$ cat config.mk
export PLATFORM = sky130hd
export DESIGN_NAME = branch_predictor_flat
export DESIGN_NICKNAME = d
export VERILOG_FILES = /design/src/rtl/branch_predictor_if.sv /design/src/rtl/branch_predictor.sv /design/src/flat_wrapper.sv
export SDC_FILE = /design/constraint.sdc
export NUM_CORES = 2
export LEC_CHECK = 0
export ABC_AREA = 1
export CAP_MARGIN = 5
export CORE_MARGIN = 2
export CORE_UTILIZATION = 35
export CTS_BUF_LIST = sky130_fd_sc_hd__clkbuf_8 sky130_fd_sc_hd__clkbuf_16
export CTS_CLUSTER_DIAMETER = 30
export DETAILED_ROUTE_END_ITERATION = 8
export PLACE_DENSITY = 0.55
export SYNTH_ARGS = -nofsm -noshare
export SYNTH_HDL_FRONTEND = slang
export SYNTH_SLANG_ARGS = --single-unit
export TNS_END_PERCENT = 1
$ cat constraint.sdc
create_clock -name clk -period 15 [get_ports clk]
set_clock_uncertainty 0.15 [all_clocks]
set_input_delay 2.25 -clock clk [delete_from_list [all_inputs] [get_ports clk]]
set_output_delay 2.25 -clock clk [all_outputs]
set_load 0.02 [all_outputs]
$ cat src/rtl/branch_predictor_if.sv
// Fetch/execute-side signal bundle for the branch predictor.
// master: pipeline side (drives fetch PC and execute resolution).
// slave : predictor side (drives prediction, redirect and flushes).
interface branch_predictor_if;
    // Fetch-side lookup
    logic [31:0] PCF;
    logic        BP;
    logic [31:0] PredPCF;

    // Execute-side resolution
    logic        BranchE;
    logic        TakenE;
    logic        BPE;
    logic        StallE;
    logic [31:0] PCE;
    logic [31:0] PCPlus4E;
    logic [31:0] PCTargetE;

    // Misprediction recovery
    logic        MispredictE;
    logic [31:0] RedirectPCE;
    logic        FlushD;
    logic        FlushE;

    modport master (
        output PCF, BranchE, TakenE, BPE, StallE, PCE, PCPlus4E, PCTargetE,
        input  BP, PredPCF, MispredictE, RedirectPCE, FlushD, FlushE
    );

    modport slave (
        input  PCF, BranchE, TakenE, BPE, StallE, PCE, PCPlus4E, PCTargetE,
        output BP, PredPCF, MispredictE, RedirectPCE, FlushD, FlushE
    );
endinterface

$ cat src/rtl/branch_predictor.sv
// Dynamic branch predictor: direct-mapped BTB plus 2-bit saturating counters.
// Lookup is combinational on PCF; tables update one edge after a non-stalled
// execute-stage resolution. Misprediction redirect and flushes are
// combinational in the execute cycle.
// Optional feature macro: BP_GSHARE_EN -- when defined, a global history
// register is XORed into the counter index (gshare); the BTB stays indexed
// by the raw PC. When undefined the predictor is plain bimodal.
module branch_predictor #(
    parameter int IDX_W = 6
) (
    input  logic              clk,
    input  logic              reset,
    branch_predictor_if.slave bus
);

    localparam int N     = 1 << IDX_W;
    localparam int TAG_W = 32 - IDX_W - 2;

    typedef logic [IDX_W-1:0] idx_t;
    typedef logic [TAG_W-1:0] tag_t;

    // Prediction tables
    logic        valid_q  [N];
    logic [1:0]  cnt_q    [N];
    tag_t        tag_q    [N];
    logic [31:0] target_q [N];

    // Fetch-side lookup
    idx_t        btb_idx_f;
    idx_t        cnt_idx_f;
    tag_t        tag_f;
    logic        hit_f;

    // Execute-side update
    idx_t        btb_idx_e;
    idx_t        cnt_idx_e;
    tag_t        tag_e;
    logic        resolve_e;
    logic        alloc_e;
    logic [1:0]  cnt_e;
    logic [1:0]  cnt_d;

`ifdef BP_GSHARE_EN
    idx_t        ghr_q;
    idx_t        ghr_d;
`endif

    // The two low PC bits are always zero for aligned instructions.
    logic unused_pc_bits;
    assign unused_pc_bits = ^{bus.PCF[1:0], bus.PCE[1:0]};

    // Split fetch and execute PCs into index/tag; hash the counter index.
    // NOTE: every variable written in an always_comb gets a value on every
    // path (here unconditionally) so no latch can be inferred.
    always_comb begin
        btb_idx_f = bus.PCF[IDX_W+1:2];
        tag_f     = bus.PCF[31:IDX_W+2];
        btb_idx_e = bus.PCE[IDX_W+1:2];
        tag_e     = bus.PCE[31:IDX_W+2];
`ifdef BP_GSHARE_EN
        cnt_idx_f = btb_idx_f ^ ghr_q;
        cnt_idx_e = btb_idx_e ^ ghr_q;
`else
        cnt_idx_f = btb_idx_f;
        cnt_idx_e = btb_idx_e;
`endif
    end

    // Combinational lookup: predict taken only on a tag hit with counter MSB set.
    always_comb begin
        hit_f       = valid_q[btb_idx_f] && (tag_q[btb_idx_f] == tag_f);
        bus.BP      = hit_f && cnt_q[cnt_idx_f][1];
        bus.PredPCF = hit_f ? target_q[btb_idx_f] : 32'h0;
    end

    // Resolution: saturating counter step and BTB allocation on taken.
    always_comb begin
        resolve_e = bus.BranchE && !bus.StallE;
        alloc_e   = resolve_e && bus.TakenE;
        cnt_e     = cnt_q[cnt_idx_e];
        cnt_d     = cnt_e;
        if (bus.TakenE) begin
            if (cnt_e != 2'b11) begin
                cnt_d = cnt_e + 2'd1;
            end
        end else begin
            if (cnt_e != 2'b00) begin
                cnt_d = cnt_e - 2'd1;
            end
        end
    end

    // Misprediction detection and recovery target; silent while stalled or in reset.
    always_comb begin
        bus.MispredictE = !reset && !bus.StallE &&
                          ((bus.BranchE && (bus.BPE ^ bus.TakenE)) ||
                           (!bus.BranchE && bus.BPE));
        bus.RedirectPCE = (bus.BranchE && bus.TakenE) ? bus.PCTargetE : bus.PCPlus4E;
        bus.FlushD      = bus.MispredictE;
        bus.FlushE      = bus.MispredictE;
    end

    // Valid bits and counters: cleared/initialised on reset, written on resolution.
    // NOTE: sequential state uses non-blocking assignments so every flop samples
    // pre-edge values; this is also what makes a same-cycle lookup of the entry
    // being updated return the old contents.
    always_ff @(posedge clk or posedge reset) begin
        if (reset) begin
            for (int i = 0; i < N; i++) begin
                valid_q[i] <= 1'b0;
                cnt_q[i]   <= 2'b01;
            end
        end else if (resolve_e) begin
            cnt_q[cnt_idx_e] <= cnt_d;
            if (bus.TakenE) begin
                valid_q[btb_idx_e] <= 1'b1;
            end
        end
    end

    // BTB tag/target storage, written on taken resolutions only.
    // NOTE: tag and target arrays are deliberately not reset: they are never
    // observed until the matching valid bit is set, so they can map to plain RAM.
    always_ff @(posedge clk) begin
        if (alloc_e) begin
            tag_q[btb_idx_e]    <= tag_e;
            target_q[btb_idx_e] <= bus.PCTargetE;
        end
    end

`ifdef BP_GSHARE_EN
    // Global history: shift in each resolved direction, non-speculatively.
    always_comb begin
        ghr_d = resolve_e ? {ghr_q[IDX_W-2:0], bus.TakenE} : ghr_q;
    end

    // History register with asynchronous clear.
    always_ff @(posedge clk or posedge reset) begin
        if (reset) begin
            ghr_q <= '0;
        end else begin
            ghr_q <= ghr_d;
        end
    end
`endif

endmodule

$ cat src/flat_wrapper.sv
// flat-port wrapper written by rule: the top's interface ports become plain ports
module branch_predictor_flat 
#(
    parameter int IDX_W = 6
)
  (clk, reset, bus_PCF, bus_BranchE, bus_TakenE, bus_BPE, bus_StallE, bus_PCE, bus_PCPlus4E, bus_PCTargetE, bus_BP, bus_PredPCF, bus_MispredictE, bus_RedirectPCE, bus_FlushD, bus_FlushE);
  branch_predictor_if bus_i ();
  input  logic clk;
  input  logic reset;
  input wire logic [$bits(bus_i.PCF)-1:0] bus_PCF;
  input wire logic [$bits(bus_i.BranchE)-1:0] bus_BranchE;
  input wire logic [$bits(bus_i.TakenE)-1:0] bus_TakenE;
  input wire logic [$bits(bus_i.BPE)-1:0] bus_BPE;
  input wire logic [$bits(bus_i.StallE)-1:0] bus_StallE;
  input wire logic [$bits(bus_i.PCE)-1:0] bus_PCE;
  input wire logic [$bits(bus_i.PCPlus4E)-1:0] bus_PCPlus4E;
  input wire logic [$bits(bus_i.PCTargetE)-1:0] bus_PCTargetE;
  output wire logic [$bits(bus_i.BP)-1:0] bus_BP;
  output wire logic [$bits(bus_i.PredPCF)-1:0] bus_PredPCF;
  output wire logic [$bits(bus_i.MispredictE)-1:0] bus_MispredictE;
  output wire logic [$bits(bus_i.RedirectPCE)-1:0] bus_RedirectPCE;
  output wire logic [$bits(bus_i.FlushD)-1:0] bus_FlushD;
  output wire logic [$bits(bus_i.FlushE)-1:0] bus_FlushE;
  assign bus_i.PCF = bus_PCF;
  assign bus_i.BranchE = bus_BranchE;
  assign bus_i.TakenE = bus_TakenE;
  assign bus_i.BPE = bus_BPE;
  assign bus_i.StallE = bus_StallE;
  assign bus_i.PCE = bus_PCE;
  assign bus_i.PCPlus4E = bus_PCPlus4E;
  assign bus_i.PCTargetE = bus_PCTargetE;
  assign bus_BP = bus_i.BP;
  assign bus_PredPCF = bus_i.PredPCF;
  assign bus_MispredictE = bus_i.MispredictE;
  assign bus_RedirectPCE = bus_i.RedirectPCE;
  assign bus_FlushD = bus_i.FlushD;
  assign bus_FlushE = bus_i.FlushE;
  branch_predictor #(.IDX_W(IDX_W)) u_core (.clk(clk), .reset(reset), .bus(bus_i));
endmodule
==> results.cfg <==
[clocking]
cts_tree = yes
hold_buffers = 0
clk_pin_slew_ps = 40
htree_levels = 6
cts_resized = 0
cts_max_path_buffers = 4
root_buffer = clkbuf_16
numCtsBuffers = 663
clock_latency_ps = 1060
postCtsSetupBuffers = 0
clkSinkCount = 3776

[synth]
synth-edff-count = 3584
synth.avg_cell_area_um2 = 12.26
yosysSeqAreaShare_pct = 73.65
ys_seq_elements = 3776
yosys-top-cells-area = edfxtp_1 70%, nand2_1 7.8%, nand3_1 7.0%
synth_cell_types = 43
netlist.area_leader.share_pct = 70.45
syn-num-nets = 12600
synthArstFlopShare_pct = 5.085
yosys.cell_count.top_type = edfxtp_1
syn_inst = 12460
synth_top_cell_by_area = edfxtp_1
syn-cell-area_mm2 = 0.1528
ys_top_cells_by_count = 3584 x edfxtp_1, 3177 x nand2_1, 2151 x nand3_1
ys.flop_type = edfxtp_1
yosys_warnings = 0

[drt]
routed_wl_um = 509500
vias = 104700
drc_errors = 0
first_pass_iters = 8
drt-wirelength-per-cell_um = 26.76
first_iter_violations = 12900
detail-route-antenna-nets = 0
vias_per_cell = 5.502

[power_and_ir_drop]
power_density_mw_per_mm2 = 155.2
swShare_pct = 22.69
net-switching-power_mw = 6.479
total_power_mw = 28.55
irDropWorstVdd_mv = 0.1103
combPwrFrac_pct = 4.6
intPower_mw = 22.07
seq_power_share_pct = 40.8
leakagePower_nw = 64.27
clockPowerShare_pct = 54.6

[global_route]
grt_pass1_vias = 99240
antenna_found_initial = 36
overflow = 0
grt_pass1_wl_um = 722300
grt_max_degree = 184
grtUsageTotal_pct = 22.26

[placed_design]
gp_congestion = 0.7834
place_area_mm2 = 0.1605
io_buffers = 197
dp_hpwl_um = 248200

[floorplanning]
initial_utilization_pct = 35.16
die-area_mm2 = 0.4418
fp-row-count = 242
die_w_um = 664.7
io_pins = 202
die_h_um = 664.7
core_area_mm2 = 0.4345

[layout]
area_growth_pct = 20.42
nNetsFinal = 12870
final_util_pct = 42.34
drive_gt1_share_pct = 12.56
design_area_mm2 = 0.1840

[timing]
tns_ps = 0
post-route-period-util_pct = 70.95
setup_viol = 0
slew_headroom_pct = 8.176
period_needed_ps = 10640
worst_slew_pin_slew_ps = 1363
maxSlewViolCount = 0
fmax_mhz = 93.96
final-hold-violation-count = 0
rsz0062_at_grt = false

[worst_setup_path]
endpoint_kind = output pin
path_max_fanout = 96
cp.required_ps = 12600
worstSetupPathType = in2out
critPathArrivalTime_ps = 8240
critPathLaunchType = primary input

[hold_path]
hp-class = reg2reg

[status]
status = finished clean

[flow_run]
max_cap_viol_count = 0
## critical path: stages
cell	delay (ps)
buf_8	230
inv_8	580
buf_4	700
buf_12	430
buf_4	760
o21ai_0	240
o221ai_1	220
a31oi_1	100
o21ai_0	810
nand2_1	330
nor3_2	540
clkdlybuf4s50_1	710
## flip-flops by register name, indices dropped and copies added (netlist names)
signal / count
u_core.cnt_q: 128
u_core.tag_q: 1536
u_core.target_q: 2048
u_core.valid_q: 64
## path summary, 6_finish.rpt
path	startpoint	end	slack, ps	cells after the start
max reg2reg	u_core.cnt_q[36]	u_core.cnt_q[35]	12220	10
min in group asynchronous	reset	u_core.cnt_q[113]	1720	2
min	u_core.valid_q[36]	u_core.valid_q[36]	310	1
max	bus_PCF[3]	bus_PredPCF[11]	4360	12
min reg2reg	u_core.valid_q[36]	u_core.valid_q[36]	310	1
max in group asynchronous	reset	u_core.valid_q[28]	11420	3
## stage by stage
stage | setup slack, ps | std cells | hold WS, ps
2_1_floorplan | 5786 | 12460 | 290.0
3_3_place_gp | 4310 | 17800 | 301.6
3_5_place_dp | 4348 | 17800 | 301.7
4_1_cts | 4347 | 19030 | 312.1
5_1_grt | 4172 | 19030 | 324.9
6_report | 4357 | 19040 | 312.8
## cell usage in the layout, fill, tap and decap left out, drive strengths merged, types with 76 or more instances in the layout
cell           instances
a21oi                291
nor3                  89
clkinv               268
o221ai               244
nor2                 668
clkdlybuf4s50        135
o21ai                649
nand2               3179
edfxtp              3584
nand3               2156
clkbuf               675
dfrtp                128
inv                  237
o31ai                 77
buf                  342
bufinv               109
a31oi                 76
## cell type report
type                            count  area (µm²)
Fill cell                       39850      250500
Timing Repair Buffer              477        4133
Inverter                          132       556.8
Multi-Input combinational cell   7681       36140
Sequential cell                  3776      112500
Tap cell                         5734        7174
Antenna cell                        9       22.52
Clock buffer                      675       16850
Clock inverter                    554        6573
## per-layer routing
| metal | wire [µm] | part of all wire [%] | track usage, % | up-vias |
|---|---|---|---|---|
| li1 | - | - | - | 46020 |
| met2 | 236800 | 46 | 35.67 | 5130 |
| met4 | 17860 | 3.5 | 8.042 | 10 |
| met5 | 58 | 0.011 | 0 | - |
| met3 | 44330 | 8.7 | 3.739 | 966 |
| met1 | 210400 | 41 | 30.49 | 52620 |
## power groups by stage
stage / combinational [mW] / clock [mW] / sequential [mW]
floorplan: 0.748 / 0 / 11.8
global placement: 1.30 / 0 / 11.8
detailed placement: 1.31 / 0 / 11.8
CTS: 1.31 / 15.7 / 11.6
global route: 1.43 / 16.2 / 11.6
finish: 1.32 / 15.6 / 11.6
## cell families (layout without fill, tap and decap cells)
logic type / after synthesis / count (layout) / share of synthesized area, %
AOI/OAI and AO/OA: 1487 / 1487 / 5.999
DFF: 3776 / 3776 / 73.65
and+or+nand+nor: 6193 / 6193 / 17.35
xor gates and xnor gates: 1 / 1 / 0.005734
buffers and inverters: 1004 / 1838 / 2.999
other: 0 / 9 / 0
Power figures use the tool's default switching activity.
